### src/rtl/beep_pkg.sv
// rtl/beep_pkg.sv - shared state type, tone constants and half-period helpers for the beeper
package beep_pkg;

  typedef enum logic {
    IDLE = 1'b0,
    PLAY = 1'b1
  } beep_state_t;

  // Half-period divisors: a half period of an F Hz tone is CLK_HZ/(2F) cycles,
  // with "1 kHz" meaning 1024 Hz.
  localparam int TONE_512_DIV = 1024;
  localparam int TONE_1K_DIV  = 2048;

  function automatic int half_512(input int clk_hz);
    return clk_hz / TONE_512_DIV;
  endfunction

  function automatic int half_1k(input int clk_hz);
    return clk_hz / TONE_1K_DIV;
  endfunction

  function automatic int max_int(input int a, input int b);
    return (a > b) ? a : b;
  endfunction

  // Bits needed to count 0..n-1, never narrower than one bit.
  function automatic int width_for(input int n);
    return (n > 1) ? $clog2(n) : 1;
  endfunction

endpackage

### src/rtl/beep_tone_gen_if.sv
// rtl/beep_tone_gen_if.sv - request/status bundle between timer and beeper; BEEP_MUTE_EN adds mute
interface beep_tone_gen_if;

  logic beep512Hz;
  logic beep1kHz;
  logic buzzer;
  logic busy;
  logic tone_1k;
  logic done;
`ifdef BEEP_MUTE_EN
  logic mute;
`endif

  // Requester side: raises request levels, watches the status.
  modport master (
`ifdef BEEP_MUTE_EN
    output mute,
`endif
    output beep512Hz,
    output beep1kHz,
    input  buzzer,
    input  busy,
    input  tone_1k,
    input  done
  );

  // Beeper side.
  modport slave (
`ifdef BEEP_MUTE_EN
    input  mute,
`endif
    input  beep512Hz,
    input  beep1kHz,
    output buzzer,
    output busy,
    output tone_1k,
    output done
  );

endinterface

### src/rtl/beep_div.sv
// rtl/beep_div.sv - loadable half-period divider with tone toggle and period-end strobe
module beep_div #(
  parameter int DW = 8
) (
  input  logic          clk,
  input  logic          rst_n,
  input  logic          run,
  input  logic          restart,
  input  logic [DW-1:0] last,
  output logic          tone_next,
  output logic          period_end
);

  logic [DW-1:0] count;
  logic          tone;
  logic          wrap;

  // A period is one high half followed by one low half, so it closes when the
  // low half wraps; the owner sees that as the end of a full tone period.
  always_comb begin
    wrap       = (count == last);
    period_end = run & ~restart & wrap & ~tone;
    if (restart) begin
      tone_next = 1'b1;
    end else if (!run) begin
      tone_next = 1'b0;
    end else if (wrap) begin
      tone_next = ~tone;
    end else begin
      tone_next = tone;
    end
  end

  // Divider count and tone phase; restart wins and begins a fresh high half.
  always_ff @(posedge clk or negedge rst_n) begin
    if (!rst_n) begin
      count <= '0;
      tone  <= 1'b0;
    end else if (restart) begin
      count <= '0;
      tone  <= 1'b1;
    end else if (!run) begin
      count <= '0;
      tone  <= 1'b0;
    end else if (wrap) begin
      count <= '0;
      tone  <= ~tone;
    end else begin
      count <= count + 1'b1;
    end
  end

endmodule

### src/rtl/beep_tone_gen.sv
// rtl/beep_tone_gen.sv - piezo beep burst generator; BEEP_MUTE_EN adds a registered mute gate
module beep_tone_gen
  import beep_pkg::*;
#(
  parameter int CLK_HZ    = 100_000_000,
  parameter int BURST_512 = 256,
  parameter int BURST_1K  = 1024
) (
  input logic            clk,
  input logic            rst_n,
  beep_tone_gen_if.slave bus
);

  localparam int HALF_512 = half_512(CLK_HZ);
  localparam int HALF_1K  = half_1k(CLK_HZ);
  localparam int DW       = width_for(HALF_512);
  localparam int PW       = width_for(max_int(BURST_512, BURST_1K));

  localparam logic [DW-1:0] LAST_HALF_512 = DW'(HALF_512 - 1);
  localparam logic [DW-1:0] LAST_HALF_1K  = DW'(HALF_1K - 1);
  localparam logic [PW-1:0] LAST_PER_512  = PW'(BURST_512 - 1);
  localparam logic [PW-1:0] LAST_PER_1K   = PW'(BURST_1K - 1);

  // A clock too slow for a two-cycle half period cannot produce the tones.
  if (HALF_1K < 2 || HALF_512 < 2) begin : g_half_check
    $error("beep_tone_gen: CLK_HZ gives a half period below 2 cycles");
  end

  beep_state_t   state;
  logic          req512_q;
  logic          req1k_q;
  logic [PW-1:0] period;
  logic          busy_q;
  logic          tone_1k_q;
  logic          done_q;
  logic          buzzer_q;

  logic          rise_512;
  logic          rise_1k;
  logic          start;
  logic          last_period;
  logic          finish;
  logic          buzzer_next;
  logic          mute_gate;
  logic [DW-1:0] div_last;
  logic          div_tone_next;
  logic          div_period_end;

`ifdef BEEP_MUTE_EN
  assign mute_gate = bus.mute;
`else
  assign mute_gate = 1'b0;
`endif

  // Request edges, burst (re)start decision and next buzzer level.
  always_comb begin
    rise_512 = bus.beep512Hz & ~req512_q;
    rise_1k  = bus.beep1kHz & ~req1k_q;
    // While playing, a 512 edge may only restart a 512 burst; 1k always wins.
    if (state == IDLE) begin
      start = rise_1k | rise_512;
    end else begin
      start = rise_1k | (rise_512 & ~tone_1k_q);
    end
    last_period = (period == (tone_1k_q ? LAST_PER_1K : LAST_PER_512));
    finish      = (state == PLAY) & div_period_end & last_period & ~start;
    div_last    = tone_1k_q ? LAST_HALF_1K : LAST_HALF_512;
    if (start) begin
      buzzer_next = 1'b1;
    end else if (finish || state == IDLE) begin
      buzzer_next = 1'b0;
    end else begin
      buzzer_next = div_tone_next;
    end
  end

  beep_div #(
    .DW(DW)
  ) u_div (
    .clk       (clk),
    .rst_n     (rst_n),
    .run       (state == PLAY),
    .restart   (start),
    .last      (div_last),
    .tone_next (div_tone_next),
    .period_end(div_period_end)
  );

  // Burst FSM with period counter, edge-detect history and output registers.
  always_ff @(posedge clk or negedge rst_n) begin
    if (!rst_n) begin
      state     <= IDLE;
      req512_q  <= 1'b0;
      req1k_q   <= 1'b0;
      period    <= '0;
      busy_q    <= 1'b0;
      tone_1k_q <= 1'b0;
      done_q    <= 1'b0;
      buzzer_q  <= 1'b0;
    end else begin
      req512_q <= bus.beep512Hz;
      req1k_q  <= bus.beep1kHz;
      done_q   <= 1'b0;
      buzzer_q <= buzzer_next & ~mute_gate;
      case (state)
        IDLE: begin
          if (start) begin
            state     <= PLAY;
            busy_q    <= 1'b1;
            tone_1k_q <= rise_1k;
            period    <= '0;
          end
        end
        PLAY: begin
          if (start) begin
            // Pre-emption or same-tone retrigger: no done pulse.
            tone_1k_q <= rise_1k;
            period    <= '0;
          end else if (div_period_end) begin
            if (last_period) begin
              state  <= IDLE;
              busy_q <= 1'b0;
              done_q <= 1'b1;
            end else begin
              period <= period + 1'b1;
            end
          end
        end
        default: state <= IDLE;
      endcase
    end
  end

  assign bus.buzzer  = buzzer_q;
  assign bus.busy    = busy_q;
  assign bus.tone_1k = tone_1k_q;
  assign bus.done    = done_q;

endmodule

### src/flat_wrapper.sv
// flat-port wrapper written by rule: the top's interface ports become plain ports
module beep_tone_gen_flat import beep_pkg::*;
#(
  parameter int CLK_HZ    = 100_000_000,
  parameter int BURST_512 = 256,
  parameter int BURST_1K  = 1024
)
  (clk, rst_n, bus_beep512Hz, bus_beep1kHz, bus_buzzer, bus_busy, bus_tone_1k, bus_done);
  beep_tone_gen_if bus_i ();
  input logic clk;
  input logic rst_n;
  input wire logic [$bits(bus_i.beep512Hz)-1:0] bus_beep512Hz;
  input wire logic [$bits(bus_i.beep1kHz)-1:0] bus_beep1kHz;
  output wire logic [$bits(bus_i.buzzer)-1:0] bus_buzzer;
  output wire logic [$bits(bus_i.busy)-1:0] bus_busy;
  output wire logic [$bits(bus_i.tone_1k)-1:0] bus_tone_1k;
  output wire logic [$bits(bus_i.done)-1:0] bus_done;
  assign bus_i.beep512Hz = bus_beep512Hz;
  assign bus_i.beep1kHz = bus_beep1kHz;
  assign bus_buzzer = bus_i.buzzer;
  assign bus_busy = bus_i.busy;
  assign bus_tone_1k = bus_i.tone_1k;
  assign bus_done = bus_i.done;
  beep_tone_gen #(.CLK_HZ(CLK_HZ), .BURST_512(BURST_512), .BURST_1K(BURST_1K)) u_core (.clk(clk), .rst_n(rst_n), .bus(bus_i));
endmodule
### config.mk
export PLATFORM = sky130hd
export DESIGN_NAME = beep_tone_gen_flat
export DESIGN_NICKNAME = d
export VERILOG_FILES = /design/src/rtl/beep_pkg.sv /design/src/rtl/beep_tone_gen_if.sv /design/src/rtl/beep_div.sv /design/src/rtl/beep_tone_gen.sv /design/src/flat_wrapper.sv
export SDC_FILE = /design/constraint.sdc
export NUM_CORES = 1
export LEC_CHECK = 0
export BUFFER_PORTS_ARGS = -buffer_cell sky130_fd_sc_hd__buf_2
export CORE_UTILIZATION = 25
export DETAILED_ROUTE_END_ITERATION = 16
export PLACE_DENSITY_LB_ADDON = 0.08
export SKIP_LAST_GASP = 1
export SLEW_MARGIN = 10
export SYNTH_ARGS = -nofsm -noshare
export SYNTH_HDL_FRONTEND = slang
export SYNTH_HIERARCHICAL = 1
export SYNTH_SLANG_ARGS = --single-unit
### constraint.sdc
create_clock -name clk -period 4.3 [get_ports clk]
set_clock_uncertainty 0.1 [all_clocks]
set_input_delay 0.645 -clock clk [delete_from_list [all_inputs] [get_ports clk]]
set_output_delay 0.645 -clock clk [all_outputs]
set_load 0.02 [all_outputs]
### Word level (Yosys, flattened, before mapping)

Cells that the tools add are included.
W data, S select, Z words.

* flip-flop bits (word level): 35
* bits in latches: 0
* memory bits (writable): 0
* memory bits (read-only): 0
* logic and storage cells: 71
* memories kept: 0

* add/subtract/negate cells: 2
* multipliers: 0
* div/mod/pow operators: 0
* magnitude comparators: 0
* equality and inequality tests: 8
* shifts and indexed selects: 0
* muxes and demuxes: 31
* bitwise logic cells: 17
* reduce and logical (&&, ||, !) cells: 3

Operators with widths (count)
* $mux W17: 4
* $mux W10: 5
* $pmux W10 S2: 1
* $mux W1: 19
* $add A17 B1 Y17 const B: 1
* $eq A17 B17 Y1: 1
* $add A10 B1 Y10 const B: 1
* $eq A10 B10 Y1: 1
* $and A1 B1 Y1: 9
* $ne A2 B2 Y1 const B: 3
* $ne A3 B3 Y1 const B: 2
* $not A1 Y1: 6
* $pmux W1 S2: 2
* $reduce_and A4 Y1: 1
* $reduce_and A3 Y1: 1
* $ne A2 B1 Y1 const B: 1
* $or A1 B1 Y1: 2
* $logic_or A1 B1 Y1: 1

### Depth between registers and ports, before layout

Gate-level depths: netlist (run 1).

* depth after elaboration: 15
* gate-level depth with buffers: 14
* depth with buffers taken out: 13

### By module

The synthesis (run 1) kept the hierarchy.

By module, submodules not included
* beep_div: instances 1, cells each 122, area an instance 1188.6 sq um, sequential area each 450.4 sq um
* beep_tone_gen: instances 1, cells each 103, area an instance 918.4 sq um, sequential area each 425.4 sq um

### Least setup slack after synthesis (run 1)

Ideal clock, no wire load.

* kind: register to register
* start point: reg u_core.tone_1k_q, in the netlist u_core/bus.tone_1k
* end point: reg u_core.period[9]
* library setup time: 0.065 ns
* arrival time: 3.072 ns
* data required time: 4.135 ns
* slack: 1.063 ns
* cell stages (with the launch flop): 12
* path buffers: 1
* period minus slack after synthesis: 3.237 ns
* cell sequence: dfrtp_1 inv_1 xor2_1 or2_2 nor3_2 and3_1 inv_1 a21oi_1 or3b_1 buf_6 o32a_1 nand2_1

* elaborated cells between the ends (all ways): 18

RTL lines
* from (decl): RTL line beep_tone_gen.sv:34 `logic tone_1k_q;`
* from (signal assigned): RTL line beep_tone_gen.sv:110 `tone_1k_q <= rise_1k;`
* from (signal assigned): RTL line beep_tone_gen.sv:117 `tone_1k_q <= rise_1k;`
* $mux W17: RTL line beep_tone_gen.sv:67 `div_last = tone_1k_q ? LAST_HALF_1K : LAST_HALF_512;`
* via u_core.div_last[14]: RTL line beep_tone_gen.sv:45 `logic [DW-1:0] div_last;`
* $eq A17 B17 Y1: RTL line beep_div.sv:21 `wrap = (count == last);`
* $and A1 B1 Y1 (2 in a row): RTL line beep_div.sv:22 `period_end = run & ~restart & wrap & ~tone;`
* via u_core.div_period_end: RTL line beep_tone_gen.sv:47 `logic div_period_end;`
* $ne A3 B3 Y1 (no source line)
* $reduce_and A3 Y1 (no source line)
* to (signal assigned): RTL line beep_tone_gen.sv:125 `period <= period + 1'b1;`
* to (decl): RTL line beep_tone_gen.sv:32 `logic [PW-1:0] period;`

The timed path passes the listed nets, and every way through them passes these cells.
A chain may end at the register's enable or synchronous reset.

### Worst setup path in the final report (run 1)

Ends and elaborated chain as after synthesis.

==> summary.md, run 1 <==
| Metric | Value |
|---|---|
| Die Area | `8800 sq um` |
| Root Buffer | `clkbuf_8` |
| Antenna violations before repair | `0` |
| Pwr dens | `between 300 and 400 nW/um^2` |
| Gp weighted congestion | `between 0.6 and 0.7` |
| DRC viols | `0` |
| Clock sinks | `35` |
| Slew headroom | `around 34%` |
| FF+latch count, synth | `35` |
| Status | `completed` |
| Shortest period the worst path allows | `3.11 ns` |
| # diodes | `0` |
| IO buf count | `7` |
| Gr ovfl total | `0` |
| Setup Buffers After CTS | `0` |
| Final setup TNS | `0 ns` |
| Area growth syn-to-layout | `12.2%` |
| Placement Rows | `33` |
| Die Ht | `between 90 and 100 um` |
| EDFF count, synth | `0` |
| Non-filler cells, final | `approximately 350` |
| CTS tree | `yes` |
| Most frequent cells in the layout | `dfrtp_1 (35), xnor2_1 (26), nand2_1 (21), a211oi_1 (15), nand3_1 (13)` |
| CTS Buf Count | `5` |
| Synthesized area | `between 2000 and 2500 sq um` |
| Detailed-route via count | `about 1700` |
| Leak | `between 0.8 and 0.9 nW` |
| Tot GR Track Use | `12.3%` |
| Worst-Margin Slew | `0.989 ns` |
| Final Max Tran Viols | `0` |
| Antenna Nets Post-Route | `0` |
| Largest net degree at the start of global routing | `36` |
| H-tree levels | `2` |
| WL final | `between 4 and 5 mm` |
| Worst setup SP type | `register` |
| Post-synth top area share | `~42%` |
| First-pass GRT wire length | `around 8.2 mm` |
| Slowest CP cell | `or3b_1` |
| Reg2reg path depth | `12` |
| Fin nets | `between 200 and 300` |
| Share of cells above drive strength 1 | `roughly a tenth` |
| Async SR Flop Fraction | `100%` |
| CTS clk-pin slew, worst paths | `~0.07 ns` |
| Final setup viols | `0` |
| Initial Util | `between 20% and 30%` |
| Worst EP required | `4.42 ns` |
| Post-CTS Resized | `0` |
| Setup CP Type | `register to register` |
| Final hold violations | `0` |
| Maxcap violations | `0` |
| RSZ-0062 raised after global routing | `no` |
| Core area | `~8200 sq um` |
| CP Cell Sequence | `buf_4 -> inv_1 -> xnor2_1 -> nand3_1 -> nor3_2 -> buf_4 -> and3_1 -> inv_1 -> a21oi_1 -> or3b_1 -> o32a_1 -> nand2_1` |
| Mapped Avg Cell Area | `9.36 sq um` |
| CTS Hold Bufs | `0` |
| F_max | `roughly 320 MHz` |
| Crit path max fanout | `18` |
| Worst path top cell family by delay | `simple AND/OR/NAND/NOR gates` |
| Period utilization | `between 70 and 80%` |
| Buf/Inv on CP | `4` |
| DR vias/cell | `~4.7` |
| Mapped Cells | `roughly 230` |
| Peak VDD IR | `approximately 100 uV` |
| DP Cell Count | `340` |
| R2R Setup Slk | `1.19 ns` |
| Synth Flop Type | `dfrtp_1` |
| Worst path max stage delay | `0.50 ns` |
| Synth area leader | `dfrtp_1` |
| CTS max path bufs | `2` |
| DRT Pass-1 Iters | `4` |
| Fillers | `894` |
| Clk_lat worst skew | `about 0.28 ns` |
| Wire length per cell | `13.7 um` |
| Ys Warns | `6` |
| I/O pin count | `8` |
| FF-to-FF End | `u_core/period[9]` |
| Vias in the first global route | `around 1600` |
| Top post-synthesis cells by area | `dfrtp_1 (42%), xnor2_1 (11%), a211oi_1 (5.3%), nand2_1 (3.7%), nand3_1 (3.1%)` |
| Hold crit path type | `input pin to asynchronous set/reset pin` |
| DR iter-0 viols | `78` |
| Die width | `roughly 94 um` |
| Dpl hpwl | `3.34 mm` |
| Post-synthesis sequential area ratio | `41.6%` |
| Netlist cell types | `44` |
| Commonest non-fill, non-tap cell in the layout | `dfrtp_1` |
| CP endpoint kind | `register` |
| CP arrival | `approximately 3.2 ns` |
| Reg-to-Reg Start | `u_core/bus.tone_1k` |
[sequential cells by signal, indices dropped and copies added, names as in the netlist]
register,count
u_core/bus.busy,1
u_core/bus.buzzer,1
u_core/bus.done,1
u_core/bus.tone_1k,1
u_core/period,10
u_core/req1k_q,1
u_core/req512_q,1
u_core/state,1
u_core/u_div/count,17
u_core/u_div/tone,1
[how the worst max path moves through the flow]
stage                     cells after the start               start               end  slack [ns]
after floorplan                              11  u_core/bus.tone_1k  u_core/period[9]        1.06
after global placement                       15       bus_beep512Hz  u_core/period[9]        1.04
after detailed placement                     15       bus_beep512Hz  u_core/period[9]        0.97
after CTS                                    12  u_core/bus.tone_1k  u_core/period[9]        1.15
after global routing                         13        u_core/state  u_core/period[9]        0.93
final                                        12  u_core/bus.tone_1k  u_core/period[9]        1.19
[per-stage QoR]
step / hold WS, ns / util (%) / worst slack [ns] / power (W) / instance area [sq um]
6_report: 0.357 / 28.9 / 1.19 / 0.000743 / 2360
2_1_floorplan: 0.249 / - / 1.06 / 0.000488 / 2130
3_3_place_gp: 0.399 / 27.9 / 1.04 / 0.000525 / 2280
4_1_cts: 0.371 / 28.9 / 1.15 / 0.000763 / 2360
3_5_place_dp: 0.405 / 27.9 / 0.972 / 0.000524 / 2280
5_1_grt: 0.375 / 28.9 / 0.927 / 0.000799 / 2360
[cell families after synthesis]
| group | Yosys count | share of synthesized area [%] |
|---|---|---|
| AO/OA/AOI/OAI | 51 | 17.2 |
| XOR/XNOR | 30 | 12.5 |
| adder cells (fa/ha/maj) | 4 | 2.38 |
| buffers and inverters | 19 | 4.16 |
| flip-flops | 35 | 41.6 |
| other | 1 | 0.178 |
| AND/OR/NAND/NOR | 85 | 22.1 |
[cells in the mapped netlist (all sizes together) (3+ instances only)]
master	n
o31ai	8
a21oi	4
nand2b	6
o21ai	13
or3	4
nand3	14
nor2b	3
inv	11
xor2	4
ha	4
nor3	6
xnor2	26
nand2	21
buf	5
clkbuf	3
nor4	3
dfrtp	35
a211oi	16
nor2	12
nand4	8
[area by class of cell]
| cell class | count | area [sq um] | share of cell area (%) |
|---|---|---|---|
| Clock buffer | 7 | 76.3 | 3.23 |
| Tap cell | 105 | 131 | 5.56 |
| Inverter | 11 | 41.3 | 1.75 |
| Clock inverter | 1 | 5.00 | 0.212 |
| Multi-Input combinational cell | 178 | 1170 | 49.5 |
| Timing Repair Buffer | 11 | 65.1 | 2.75 |
| Sequential cell | 35 | 876 | 37.0 |
[power by group]
group	switching (W)	internal, W	leakage, nW
Sequential	0.0000423	0.000359	0.451
Combinational	0.0000617	0.0000514	0.397
Clock	0.000115	0.000114	0.0422
[per-layer routing]
metal  track usage, %  part of all wire (%)
met1             17.3                    52
met2             18.5                    44
met3             2.67                   2.9
met4             4.23                   1.2
met5                0                     0
Power figures use the tool's default switching activity.
==> run 2, diff against run 1 <==
- ABC_AREA: default -> 1
- clock period: 4.3 -> 3.15 ns (I/O delays scaled with it)
==> summary.md, run 2 <==
| Metric | Value |
|---|---|
| Largest net degree at the start of global routing | `36 (unchanged)` |
| Async SR Flop Fraction | `100% (unchanged)` |
| Synth area leader | `dfrtp_1` |
| Worst-Margin Slew | `0.848 ns (-0.141 ns)` |
| Dpl cell area | `2350 sq um (+2.8%)` |
| Mapped Avg Cell Area | `7.22 sq um (-23%)` |
| Total power | `0.00101 W (+36%)` |
| I/O pin count | `8 (unchanged)` |
| IO buf count | `7 (unchanged)` |
| Met3 GRT Util | `2.39% (-0.28 points)` |
| EDFF count, synth | `0 (unchanged)` |
| Root Buffer | `clkbuf_8` |
| Final hold violations | `0 (unchanged)` |
| Detailed-route via count | `1746 (+5.8%)` |
| First-pass GRT wire length | `8.37 mm (+1.5%)` |
| Share of cells above drive strength 1 | `10.2% (-0.48 points)` |
| Setup Buffers After CTS | `0 (unchanged)` |
| Status | `completed` |
| Dpl hpwl | `3.59 mm (+7.5%)` |
| Crit path max fanout | `18 (unchanged)` |
| Largest registers | `u_core/u_div/count (17), u_core/period (10)` |
| Worst setup SP type | `register` |
| Synthesized area | `2170 sq um (+2.9%)` |
| # diodes | `0 (unchanged)` |
| Top post-synthesis cells by area | `dfrtp_1 (40%), nand2_1 (16%), nor2_1 (7.1%), inv_1 (6.9%), nand3_1 (3.9%)` |
| Die Area | `9040 sq um (+2.8%)` |
| Post-CTS Resized | `0 (unchanged)` |
| Register with the most flip-flops | `u_core/u_div/count` |
| Setup CP Type | `register to register` |
| F_max | `393 MHz (+22%)` |
| WL final | `4.87 mm (+2.5%)` |
| RSZ-0062 raised after global routing | `no` |
| DR iter-0 viols | `43 (-45%)` |
| Most frequent cell after synthesis | `nand2_1` |
| Clock sinks | `35 (unchanged)` |
| Placement Rows | `33 (unchanged)` |
| Final setup viols | `0 (unchanged)` |
| Initial Util | `26.1% (+0.34 points)` |
| H-tree levels | `2 (unchanged)` |
| Shortest period the worst path allows | `2.54 ns (-0.564 ns)` |
| GRT Max-Usage Layer | `met2` |
| Most frequent cells after synthesis | `nand2_1 (95), nor2_1 (41), inv_1 (40)` |
| Most frequent cells in the layout | `nand2_1 (95), nor2_1 (41), inv_1 (40), dfrtp_1 (35), nand3_1 (17)` |
| M2 GR Usage | `18.9% (+0.38 points)` |
| Fillers | `927 (+3.7%)` |
| Area growth syn-to-layout | `11.7%` |
| Synth Flop Type | `dfrtp_1` |
| Die Ht | `95.1 um (+1.4%)` |
| DP Cell Count | `422 (+24%)` |
| DR vias/cell | `4.08 (-14%)` |
| Mapped Cells | `300 (+33%)` |
| Pwr dens | `418 nW/um^2 (+33%)` |
| Netlist cell types | `28 (-36%)` |
| Met1 Track Usage GR | `17.0% (-0.31 points)` |
| Antenna Nets Post-Route | `0 (unchanged)` |
| CP arrival | `2.66 ns (-0.57 ns)` |
| Worst hold slack | `0.182 ns (-0.175 ns)` |
| DRT Pass-1 Iters | `4 (unchanged)` |
| Commonest non-fill, non-tap cell in the layout | `nand2_1` |
| Antenna violations before repair | `0 (unchanged)` |
| Final Max Tran Viols | `0 (unchanged)` |
| Period utilization | `80.7% (+8.5 points)` |
| Hold crit path type | `input pin to asynchronous set/reset pin` |
| Post-synth top area share | `40.4% (-1.2 points)` |
| CTS Buf Count | `5 (unchanged)` |
| CTS tree | `yes` |
| Gr ovfl total | `0 (unchanged)` |
| CTS max path bufs | `2 (unchanged)` |
| CTS clk-pin slew, worst paths | `0.07 ns (about the same)` |
| Worst EP required | `3.27 ns (-1.15 ns)` |
| Gp weighted congestion | `0.780 (+14%)` |
| CTS Hold Bufs | `0 (unchanged)` |
| Non-filler cells, final | `428 (+23%)` |
| Leak | `1.19 nW (+33%)` |
| Fin nets | `332 (+33%)` |
| Slew headroom | `43.4% (+9.7 points)` |
| CP endpoint kind | `register` |
| Die width | `95.1 um (+1.4%)` |
| Final setup TNS | `0 ns (unchanged)` |
| FF+latch count, synth | `35 (unchanged)` |
| Ys Warns | `6 (unchanged)` |
| DRC viols | `0 (unchanged)` |
| Clk_lat worst skew | `0.28 ns (about the same)` |
| Core area | `8300 sq um (+1.5%)` |
| Design Area, Final | `2420 sq um (+2.3%)` |
| Post-synthesis sequential area ratio | `40.4% (-1.2 points)` |
| Max FFs per register | `17 (unchanged)` |
| Wire length per cell | `11.4 um (-17%)` |
| Reg2reg path depth | `15 (+3)` |
| Peak VDD IR | `119 uV (+14%)` |
| Maxcap violations | `0 (unchanged)` |
| Tot GR Track Use | `12.2% (-0.12 points)` |
| Vias in the first global route | `1738 (+9.7%)` |
==> run 2: changes by cell type after synthesis, moves of 8 or more <==
cell      delta
nand2_1     +74
inv_1       +29
nor2_1      +29
xnor2_1     -18
a211oi_1    -15
o31ai_1      -8
==> run 2: cells by family (layout without fill, tap and decap cells) <==
| logic type | after synthesis | in the layout | synth area share (%) |
|---|---|---|---|
| simple gates | 181 | 181 | 37.2 |
| flops | 35 | 35 | 40.4 |
| fa+ha+maj | 4 | 4 | 2.31 |
| buf+inv | 46 | 57 | 9.06 |
| xor+xnor | 17 | 17 | 6.87 |
| other cells | 1 | 13 | 0.173 |
| compound gates | 16 | 16 | 3.93 |
==> run 2: area by class of cell <==
cell class	instances	area, sq um	share of cell area [%]
multi-input cells	231	1140	47.1
repair buffers	7	35.0	1.45
clock buffers	6	72.6	3.00
well taps	105	131	5.43
inverters	44	165	6.83
flip-flops and latches	35	876	36.2
==> run 2: report_power, final <==
part           internal, W  total [W]  leakage (nW)  switching [W]
sequential        0.000483   0.000525         0.460      0.0000424
clock             0.000148   0.000307        0.0371       0.000159
combinational    0.0000695   0.000179         0.690       0.000109
total             0.000700    0.00101          1.19       0.000311
==> run 2: path summary, 6_finish.rpt <==
kind | from | endpoint | slack [ns]
worst max-delay path | u_core/bus.tone_1k | u_core/period[7] | 0.61
worst min-delay path | rst_n | u_core/period[3] | 0.18
worst max register to register | u_core/bus.tone_1k | u_core/period[7] | 0.61
worst min register to register | u_core/bus.busy | u_core/bus.busy | 0.37
max in group asynchronous | rst_n | u_core/period[9] | 2.22
min in group clk | bus_beep1kHz | u_core/req1k_q | 0.21
==> run 2: critical path: stages, from the launching register on <==
cell and delay [ns]:
dfrtp_1 0.50, inv_1 0.30, inv_1 0.08, nand2_1 0.06
nand2_1 0.06, nor2_1 0.10, nand2_1 0.05, nor2_1 0.16
nand3_2 0.17, nor3_1 0.17, inv_1 0.09, a21oi_1 0.23
nand2_4 0.17, inv_1 0.13, nand2_1 0.06, nand2_1 0.06
==> run 2: metrics by stage <==
step                      worst slack, ns  util [%]
after floorplan                     0.743         -
after global placement              0.703      28.3
after detailed placement            0.575      28.3
after CTS                           0.549      29.2
after global routing                0.316      29.2
final                               0.606      29.2
==> run 2: routing by layer <==
metal / share of wire [%] / vias up / routed length (um)
li1: - / 949 / -
met1: 55 / 785 / 2660
met2: 43 / 10 / 2090
met3: 1.7 / 2 / 83
met4: 0.62 / 0 / 30
met5: 0 / - / 0
==> run 3, diff against run 2 <==
- clock period: 3.15 -> 2.26 ns (I/O delays scaled with it)
==> summary.md, run 3 (same netlist as run 2, synthesis figures left out) <==
| Metric | Value |
|---|---|
| IO buf count | `7 (unchanged)` |
| Fin nets | `343 (+3.3%)` |
| Antenna violations before repair | `0 (unchanged)` |
| Crit path max fanout | `9 (-9)` |
| DR vias/cell | `4.01 (-1.7%)` |
| # diodes | `0 (unchanged)` |
| Hold EP | `u_core/req1k_q` |
| Hold path startpoint | `bus_beep1kHz` |
| F_max | `485 MHz (+23%)` |
| Wire length per cell | `11.3 um (-0.56%)` |
| Shortest period the worst path allows | `2.06 ns (-0.480 ns)` |
| Area growth syn-to-layout | `18.9%` |
| DR iter-0 viols | `50 (+16%)` |
| Tot GR Track Use | `12.4% (+0.20 points)` |
| Clock sinks | `35 (unchanged)` |
| H-tree levels | `2 (unchanged)` |
| Hold Crit Depth | `1` |
| Clk_lat worst skew | `0.29 ns (about the same)` |
| Peak VDD IR | `283 uV (+140%)` |
| Period utilization | `91.3% (+11 points)` |
| Initial Util | `26.1% (unchanged)` |
| Fillers | `923 (-0.43%)` |
| Worst EP required | `2.36 ns (-0.91 ns)` |
| Root Buffer | `clkbuf_8` |
| CTS Buf Count | `5 (unchanged)` |
| CTS max path bufs | `2 (unchanged)` |
| Detailed-route via count | `1769 (+1.3%)` |
| R2R Setup Slk | `0.20 ns (-0.41 ns)` |
| Die Area | `9040 sq um (unchanged)` |
| CTS tree | `yes` |
| Reg2reg path depth | `12 (-3)` |
| Maxcap violations | `0 (unchanged)` |
| Die Ht | `95.1 um (unchanged)` |
| I/O pin count | `8 (unchanged)` |
| Status | `completed` |
| Core area | `8300 sq um (unchanged)` |
| Leak | `1.26 nW (+6.3%)` |
| Die width | `95.1 um (unchanged)` |
| Most frequent cells in the layout | `nand2_1 (95), inv_1 (39), nor2_1 (39), dfrtp_1 (34), nand3_1 (17)` |
| Vias in the first global route | `1706 (-1.8%)` |
| Largest registers | `u_core/u_div/count (17), u_core/period (10)` |
| Max FFs per register | `17 (unchanged)` |
| Share of cells above drive strength 1 | `15.5% (+5.3 points)` |
| Gr ovfl total | `0 (unchanged)` |
| Final Max Tran Viols | `0 (unchanged)` |
| Setup crit start | `u_core/bus.tone_1k` |
| RSZ-0062 raised after global routing | `no` |
| Non-filler cells, final | `441 (+3.0%)` |
| First-pass GRT wire length | `8.42 mm (+0.59%)` |
| DRT Pass-1 Iters | `4 (unchanged)` |
| Dpl hpwl | `3.67 mm (+2.2%)` |
| Largest net degree at the start of global routing | `22 (-39%)` |
| FF-to-FF End | `u_core/period[5]` |
| WL final | `4.99 mm (+2.5%)` |
| Final hold violations | `0 (unchanged)` |
| Register with the most flip-flops | `u_core/u_div/count` |
| Gp weighted congestion | `0.731 (-6.2%)` |
| Setup CP Type | `register to register` |
| Antenna Nets Post-Route | `0 (unchanged)` |
| Placement Rows | `33 (unchanged)` |
| Final setup viols | `0 (unchanged)` |
| Worst setup SP type | `register` |
| Hold crit path type | `input pin to register` |
| CTS clk-pin slew, worst paths | `0.08 ns (about the same)` |
| DRC viols | `0 (unchanged)` |
| CP arrival | `2.17 ns (-0.49 ns)` |
| Pwr dens | `621 nW/um^2 (+49%)` |
| Reg-to-Reg Start | `u_core/bus.tone_1k` |
| DP Cell Count | `429 (+1.7%)` |
| Final setup TNS | `0 ns (unchanged)` |
| CP endpoint kind | `register` |
| Commonest non-fill, non-tap cell in the layout | `nand2_1` |
[run 3: how the worst max path moves through the flow]
stage	end	slack [ns]	cells after the start
after CTS	u_core/period[7]	0.06	12
after detailed placement	u_core/period[7]	0.08	15
after global placement	u_core/period[9]	0.13	14
final	u_core/period[5]	0.20	12
after global routing	u_core/period[7]	0.02	15
after floorplan	u_core/period[3]	0.07	15
[run 3: routing by layer]
| metal | track usage [%] | share of wire (%) | vias to the layer above |
|---|---|---|---|
| li1 | - | - | 975 |
| met5 | 0 | 0 | - |
| met1 | 17.5 | 53 | 776 |
| met4 | 3.79 | 1.3 | 0 |
| met3 | 2.47 | 2.6 | 5 |
| met2 | 19.0 | 43 | 13 |
[run 3: through the flow]
stage / cell area (sq um) / util (%) / power [W] / hold WS [ns] / worst slack [ns]
2_1_floorplan: 2210 / - / 0.000935 / -0.0566 / 0.0665
3_3_place_gp: 2400 / 28.9 / 0.00101 / 0.203 / 0.127
3_5_place_dp: 2400 / 28.9 / 0.00101 / 0.206 / 0.0777
4_1_cts: 2530 / 30.5 / 0.00163 / 0.0512 / 0.0556
5_1_grt: 2580 / 31.1 / 0.00172 / 0.0538 / 0.0239
6_report: 2580 / 31.1 / 0.00160 / 0.0662 / 0.197
[run 3: area by class of cell]
class                      count  area (sq um)  area share (%)
multi-input combinational    233          1180            45.7
sequential                    35           877            34.0
inverter                      44           168            6.50
tap                          105           131            5.10
timing repair buffer          16           105            4.08
clock buffer                   6          82.6            3.20
clock inverter                 2          35.0            1.36
[run 3: timing repair]
item                                    in CTS  in global routing
buffers inserted                             0                  1
hold endpoints to repair                    35                  0
resized for setup                            0                  7
endpoints found under the setup margin       0                 10
hold buffers                                 1                  0
[run 3: power by group]
part           internal (W)  switching (W)
Clock              0.000357       0.000243
Sequential         0.000673      0.0000556
Combinational      0.000107       0.000166
Total               0.00114       0.000465
[run 3: worst max-delay path, cell delays in order (launching register included)]
cell and delay, ns:
dfrtp_2 0.42, buf_4 0.19, inv_1 0.06, nand2_1 0.05, nand2_1 0.05, nand3_1 0.13, nor2_4 0.15, nand3_2 0.09
nor3_2 0.10, inv_1 0.09, a21oi_4 0.24, nand2_4 0.13, o21ai_0 0.18
